$ cat src/rtl/pool2d_stream.sv
// Streaming KxK pooling engine: reduces every K accepted rows into one pooled row
// (max or average), with a registered output that holds under backpressure.
module pool2d_stream #(
  parameter int R      = 16,
  parameter int W      = 8,
  parameter int K      = 2,
  parameter int SIGNED = 0
) (
  input  logic                   clk,
  input  logic                   rstn,
  input  logic                   clear,
  input  logic                   mode,
  input  logic                   s_valid,
  output logic                   s_ready,
  input  logic [R-1:0][W-1:0]    s_data,
  output logic                   m_valid,
  input  logic                   m_ready,
  output logic [R/K-1:0][W-1:0]  m_data
);

  localparam int N  = R / K;
  localparam int LK = $clog2(K);
  localparam int SW = W + 2 * LK;

  logic [LK-1:0]          row_cnt;
  logic                   mode_q;
  logic [N-1:0][W-1:0]    max_acc;
  logic [N-1:0][SW-1:0]   sum_acc;
  logic [N-1:0][W-1:0]    grp_max;
  logic [N-1:0][SW-1:0]   grp_sum;
  logic [N-1:0][W-1:0]    nxt_max;
  logic [N-1:0][SW-1:0]   nxt_sum;
  logic [N-1:0][W-1:0]    result;
  logic                   first_row;
  logic                   last_row;
  logic                   accept;

  function automatic logic greater(input logic [W-1:0] a, input logic [W-1:0] b);
    if (SIGNED != 0) return $signed(a) > $signed(b);
    else             return a > b;
  endfunction

  function automatic logic [SW-1:0] extend(input logic [W-1:0] a);
    logic s;
    s = (SIGNED != 0) && a[W-1];
    return {{(2 * LK){s}}, a};
  endfunction

  assign first_row = (row_cnt == '0);
  assign last_row  = (row_cnt == LK'(K - 1));
  assign s_ready   = rstn && !clear && !(last_row && m_valid && !m_ready);
  assign accept    = s_valid && s_ready;

  // Reduce this row's K-wide column groups, then fold into the window accumulators;
  // dropping the low 2*log2(K) sum bits is a floor division by K*K in both signednesses.
  always_comb begin
    grp_max = '0;
    grp_sum = '0;
    nxt_max = '0;
    nxt_sum = '0;
    result  = '0;
    for (int j = 0; j < N; j++) begin
      grp_max[j] = s_data[j*K];
      grp_sum[j] = extend(s_data[j*K]);
      for (int k = 1; k < K; k++) begin
        if (greater(s_data[j*K+k], grp_max[j])) grp_max[j] = s_data[j*K+k];
        grp_sum[j] = grp_sum[j] + extend(s_data[j*K+k]);
      end
      nxt_max[j] = (first_row || greater(grp_max[j], max_acc[j])) ? grp_max[j] : max_acc[j];
      nxt_sum[j] = first_row ? grp_sum[j] : sum_acc[j] + grp_sum[j];
      result[j]  = mode_q ? nxt_sum[j][2*LK +: W] : nxt_max[j];
    end
  end

  always_ff @(posedge clk or negedge rstn) begin
    if (!rstn) begin
      row_cnt <= '0;
      mode_q  <= 1'b0;
      max_acc <= '0;
      sum_acc <= '0;
    end else if (clear) begin
      row_cnt <= '0;
    end else if (accept) begin
      row_cnt <= last_row ? '0 : row_cnt + LK'(1);
      if (first_row) mode_q <= mode;
      max_acc <= nxt_max;
      sum_acc <= nxt_sum;
    end
  end

  // A completing row reloads the output even while the old one drains on the same edge.
  always_ff @(posedge clk or negedge rstn) begin
    if (!rstn) begin
      m_valid <= 1'b0;
      m_data  <= '0;
    end else if (accept && last_row) begin
      m_valid <= 1'b1;
      m_data  <= result;
    end else if (m_ready) begin
      m_valid <= 1'b0;
    end
  end

endmodule
$ cat config.mk
export PLATFORM = sky130hd
export DESIGN_NAME = pool2d_stream
export DESIGN_NICKNAME = d
export VERILOG_FILES = /design/src/rtl/pool2d_stream.sv
export SDC_FILE = /design/constraint.sdc
export NUM_CORES = 1
export LEC_CHECK = 0
export BUFFER_PORTS_ARGS = -buffer_cell sky130_fd_sc_hd__buf_2
export CELL_PAD_IN_SITES_DETAIL_PLACEMENT = 1
export CELL_PAD_IN_SITES_GLOBAL_PLACEMENT = 2
export CORE_MARGIN = 5
export CORE_UTILIZATION = 32
export DETAILED_ROUTE_END_ITERATION = 8
export PLACE_DENSITY = 0.77
export SLEW_MARGIN = 40
export SYNTH_ARGS = -nofsm -noshare
export SYNTH_HDL_FRONTEND = slang
export SYNTH_SLANG_ARGS = --single-unit
$ cat constraint.sdc
create_clock -name clk -period 3 [get_ports clk]
set_input_delay 0 -clock clk [delete_from_list [all_inputs] [get_ports clk]]
set_output_delay 0 -clock clk [all_outputs]
set_load 0.005 [all_outputs]
==> impl_results.html <==
<table>
<tr><th>Metric</th><th>Value</th></tr>
<tr><th colspan="2">Global routing</th></tr>
<tr><td>Pin count of the biggest net entering global routing</td><td>91</td></tr>
<tr><td>Global-route wire length before repair</td><td>106 mm</td></tr>
<tr><td>Global-route usage over all layers</td><td>20.0%</td></tr>
<tr><td>Antenna violations before repair</td><td>1</td></tr>
<tr><td>Remaining Overflow, GRT</td><td>0</td></tr>
<tr><td>Number of global-route vias before repair</td><td>20,400</td></tr>
<tr><th colspan="2">Timing</th></tr>
<tr><td>Final hold viol count</td><td>0</td></tr>
<tr><td>Number of slew-limit violations in the final report</td><td>0</td></tr>
<tr><td>Hold slack</td><td>0.0231 ns</td></tr>
<tr><td>Actual slew at the worst max-slew pin</td><td>0.752 ns</td></tr>
<tr><td>Achievable clock frequency</td><td>352 MHz</td></tr>
<tr><td>Setup Total Neg Slack</td><td>0 ns</td></tr>
<tr><td>Final Critical Period</td><td>2.84 ns</td></tr>
<tr><td>Fraction of the cycle the final worst path needs</td><td>94.7%</td></tr>
<tr><td>Normalized max-slew margin</td><td>49.7%</td></tr>
<tr><td>Clock skew after layout</td><td>0.0238 ns</td></tr>
<tr><td>Final Setup Violations</td><td>0</td></tr>
<tr><th colspan="2">Floorplanning</th></tr>
<tr><td>Die height</td><td>253 µm</td></tr>
<tr><td>Initial cell density of the core</td><td>32.2%</td></tr>
<tr><td>I/O pin count</td><td>200</td></tr>
<tr><td>Core area</td><td>58,800 µm²</td></tr>
<tr><td>Die outline width</td><td>253 µm</td></tr>
<tr><td>Number of core rows</td><td>89</td></tr>
<tr><td>Area of the die</td><td>64,200 µm²</td></tr>
<tr><th colspan="2">Setup path</th></tr>
<tr><td>Crit path arrival time</td><td>3.29 ns</td></tr>
<tr><td>Largest fanout on the critical path</td><td>2</td></tr>
<tr><td>Required time of the worst setup path</td><td>3.45 ns</td></tr>
<tr><td>Critical setup path kind</td><td>input pin to flop</td></tr>
<tr><td>Register-to-register path setup slack</td><td>0.27 ns</td></tr>
<tr><td>Kind of end point of the critical path</td><td>flop</td></tr>
<tr><td>Startpoint kind of the worst setup timing path</td><td>input pin</td></tr>
<tr><th colspan="2">Logic synthesis</th></tr>
<tr><td>Main synth FF type</td><td>dfrtp_1</td></tr>
<tr><td>Most area-consuming cells after synthesis</td><td>dfrtp_1 28%, ha_1 17%, a21oi_1 6.4%</td></tr>
<tr><td>Number of storage elements in the synthesis netlist</td><td>211</td></tr>
<tr><td>Cells after synthesis</td><td>2,229</td></tr>
<tr><td>Count of distinct cell types in the synthesized netlist</td><td>64</td></tr>
<tr><td>Area of the mapped netlist</td><td>18,900 µm²</td></tr>
<tr><td>Yosys top cell area share</td><td>27.9%</td></tr>
<tr><td>Total of warnings raised by yosys</td><td>0</td></tr>
<tr><td>Number of synthesized flops with an enable pin</td><td>0</td></tr>
<tr><td>Post-synthesis area per instance</td><td>8.50 µm²</td></tr>
<tr><td>Part of the Yosys area used for sequential elements</td><td>27.9%</td></tr>
<tr><td>Cell type contributing the most total cell area after synthesis</td><td>dfrtp_1</td></tr>
<tr><td>Async set or reset register ratio after synthesis</td><td>100%</td></tr>
<tr><td>Post-synth net total</td><td>2,643</td></tr>
<tr><th colspan="2">Run status</th></tr>
<tr><td>Outcome</td><td>completed</td></tr>
<tr><th colspan="2">Power</th></tr>
<tr><td>P per Cell Area</td><td>661 nW/µm²</td></tr>
<tr><td>P_sw</td><td>6.62 mW</td></tr>
<tr><td>Worst voltage drop across the vdd grid</td><td>0.000402 V</td></tr>
<tr><td>Net Sw Frac</td><td>39.9%</td></tr>
<tr><td>Clock group share of total power</td><td>19.3%</td></tr>
<tr><td>LEAKAGE</td><td>12.4 nW</td></tr>
<tr><td>Fraction of power consumed by combinational cells</td><td>52.8%</td></tr>
<tr><td>Sequential cell fraction of total power</td><td>27.9%</td></tr>
<tr><td>Cell internal power dissipation</td><td>9.95 mW</td></tr>
<tr><th colspan="2">Placed design</th></tr>
<tr><td>Post-detail-place hpwl</td><td>50.9 mm</td></tr>
<tr><td>Total instance count after detailed placement</td><td>3,513</td></tr>
<tr><td>Port Buffers</td><td>199</td></tr>
<tr><td>Routability-driven placement congestion ratio</td><td>0.868</td></tr>
<tr><th colspan="2">Route</th></tr>
<tr><td>Routed wire length per instance</td><td>18.3 µm</td></tr>
<tr><td>Count of antenna-violating nets left after detailed routing</td><td>0</td></tr>
<tr><td># DRC</td><td>0</td></tr>
<tr><td>Iteration-0 DRC Markers</td><td>661</td></tr>
<tr><td>Detailed Route WL</td><td>66.0 mm</td></tr>
<tr><td>Detailed-router iteration count before antenna repair</td><td>4</td></tr>
<tr><td>Overall via count from detail_route</td><td>18,600</td></tr>
<tr><td>Drt via density</td><td>5.17</td></tr>
<tr><th colspan="2">Worst hold path</th></tr>
<tr><td>Kind of path behind the tightest hold check</td><td>input pin to flop</td></tr>
<tr><th colspan="2">Clock network</th></tr>
<tr><td>Worst skew pair latency</td><td>0.56 ns</td></tr>
<tr><td>Bufs on Longest Clock Path</td><td>3</td></tr>
<tr><td>Clock transition at the registers of the reported paths</td><td>0.06 ns</td></tr>
<tr><td>CTS HTree Levels</td><td>1</td></tr>
<tr><td>CTS tree</td><td>yes</td></tr>
<tr><td>Clock Sink Count</td><td>211</td></tr>
<tr><td>CTS buffer count</td><td>27</td></tr>
<tr><td>Library cell used as clock root buffer</td><td>clkbuf_16</td></tr>
<tr><th colspan="2">Cells and area</th></tr>
<tr><td>Most common library cell in the layout ignoring fill and taps</td><td>buf_4</td></tr>
<tr><td>Sequential standard cell area</td><td>5280 µm²</td></tr>
<tr><td>Commonest non-fill, non-tap cells in the layout</td><td>396 x buf_4, 264 x ha_1, 238 x a21oi_1</td></tr>
<tr><td>Share of post-route cells with drive strength above 1</td><td>26.1%</td></tr>
<tr><td>Layout filler cell count</td><td>7,076</td></tr>
<tr><td>Post-layout nets</td><td>3,225</td></tr>
<tr><td>Syn-to-layout area delta</td><td>32.4%</td></tr>
<tr><td>Number of cells in the finished layout apart from fillers</td><td>3,605</td></tr>
<tr><td>Final core occ</td><td>42.7%</td></tr>
<tr><td>Area of combinational cells with multiple inputs</td><td>12,700 µm²</td></tr>
<tr><th colspan="2">Flow run</th></tr>
<tr><td>MaxCap Viol Count</td><td>0</td></tr>
</table>
==> synth_stat cells, types with 10 or more instances <==
cell / n
nand2_1: 159
a221oi_1: 16
nor3_1: 51
o211ai_1: 17
a21o_1: 24
o21a_1: 24
a31oi_1: 18
nand4_1: 26
dfrtp_1: 211
o22ai_1: 21
a221o_1: 14
a211o_1: 13
fa_1: 16
and3_1: 10
mux2i_1: 81
xnor2_1: 68
buf_2: 42
o21bai_1: 10
xor2_1: 35
a211oi_1: 39
mux2_2: 40
clkbuf_1: 41
a21oi_1: 243
inv_1: 186
nor2b_1: 36
ha_1: 264
nor3b_1: 14
nand2b_1: 28
o21ai_0: 175
nor2_1: 202
==> final timing paths <==
| kind | startpoint | end | cells past startpoint |
|---|---|---|---|
| max in group asynchronous | rstn | max_acc[8]$_DFFE_PN0P_ | 5 |
| max reg2reg | m_valid$_DFFE_PN0P_ | last_row$_DFFE_PN0P_ | 6 |
| max | s_data[42] | m_data[23]$_DFFE_PN0P_ | 18 |
| min in group asynchronous | rstn | m_data[44]$_DFFE_PN0P_ | 3 |
| min reg2reg | sum_acc[26]$_DFFE_PN0P_ | sum_acc[26]$_DFFE_PN0P_ | 2 |
| min | s_data[127] | max_acc[63]$_DFFE_PN0P_ | 5 |
==> cell families after synthesis <==
kind of cell	count (synthesis)	synth area share (%)
AOI/OAI and AO/OA	662	21.4
xor gates and xnor gates	103	4.76
adders and majority gates	280	19.1
buffers and inverters	274	5.75
DFF	211	27.9
muxes	121	6.66
and+or+nand+nor	578	14.5
==> worst max-delay path, stage by stage <==
cell	delay (ns)
buf_2	0.11
dlygate4sd3_1	0.55
buf_4	0.14
ha_1	0.18
nor2_1	0.13
a221oi_2	0.08
nor2_1	0.10
nor2_1	0.05
nor2_1	0.13
xor2_1	0.24
ha_1	0.30
a21oi_2	0.17
o211ai_1	0.16
a31o_2	0.27
a21oi_2	0.17
xor2_1	0.18
nor2_1	0.07
a211o_1	0.27
==> per-layer routing <==
layer / track usage (%) / routed length [µm] / part of all wire [%] / up-vias
li1: - / - / - / 9080
met4: 3.66 / 1060 / 1.6 / 0
met5: 0 / 0 / 0 / -
met2: 36.9 / 33600 / 51 / 224
met1: 25.4 / 29600 / 45 / 9249
met3: 1.97 / 1730 / 2.6 / 73
==> repair_timing <==
action	4_1_cts	5_1_grt
hold buffers	35	0
endpoints found under the setup margin	0	49
buffers inserted	0	7
resized for setup	0	26
hold endpoints to repair	74	0
==> power by group through the flow <==
stage | sequential (mW) | clock [mW] | combinational, mW
floorplan | 4.41 | 0 | 5.26
global placement | 4.63 | 0 | 8.19
detailed placement | 4.68 | 0 | 8.58
CTS | 4.64 | 3.30 | 8.72
global route | 4.73 | 3.42 | 9.75
finish | 4.63 | 3.20 | 8.74
==> cell type report <==
cell class | instances | area share [%]
Inverter | 186 | 2.78
Tap cell | 773 | 3.86
Antenna cell | 1 | 0.00998
Multi-Input combinational cell | 1744 | 50.7
Clock buffer | 42 | 3.16
Clock inverter | 7 | 0.254
Sequential cell | 211 | 21.1
Timing Repair Buffer | 641 | 18.2
==> state kept, by name (all words and copies together), names as in the netlist <==
signal and flops:
sum_acc 80, m_data 64, max_acc 64, last_row 1
m_valid 1, mode_q 1
==> stage by stage <==
stage,worst slack (ns),cell area (µm²),power (mW)
floorplan,0.00620,19000,9.67
global placement,-0.403,23700,12.8
detailed placement,-0.575,23700,13.3
CTS,0.00797,24900,16.7
global route,-0.0373,25100,17.9
finish,0.159,25100,16.6
Note: power is estimated with default switching activity, not from simulation.
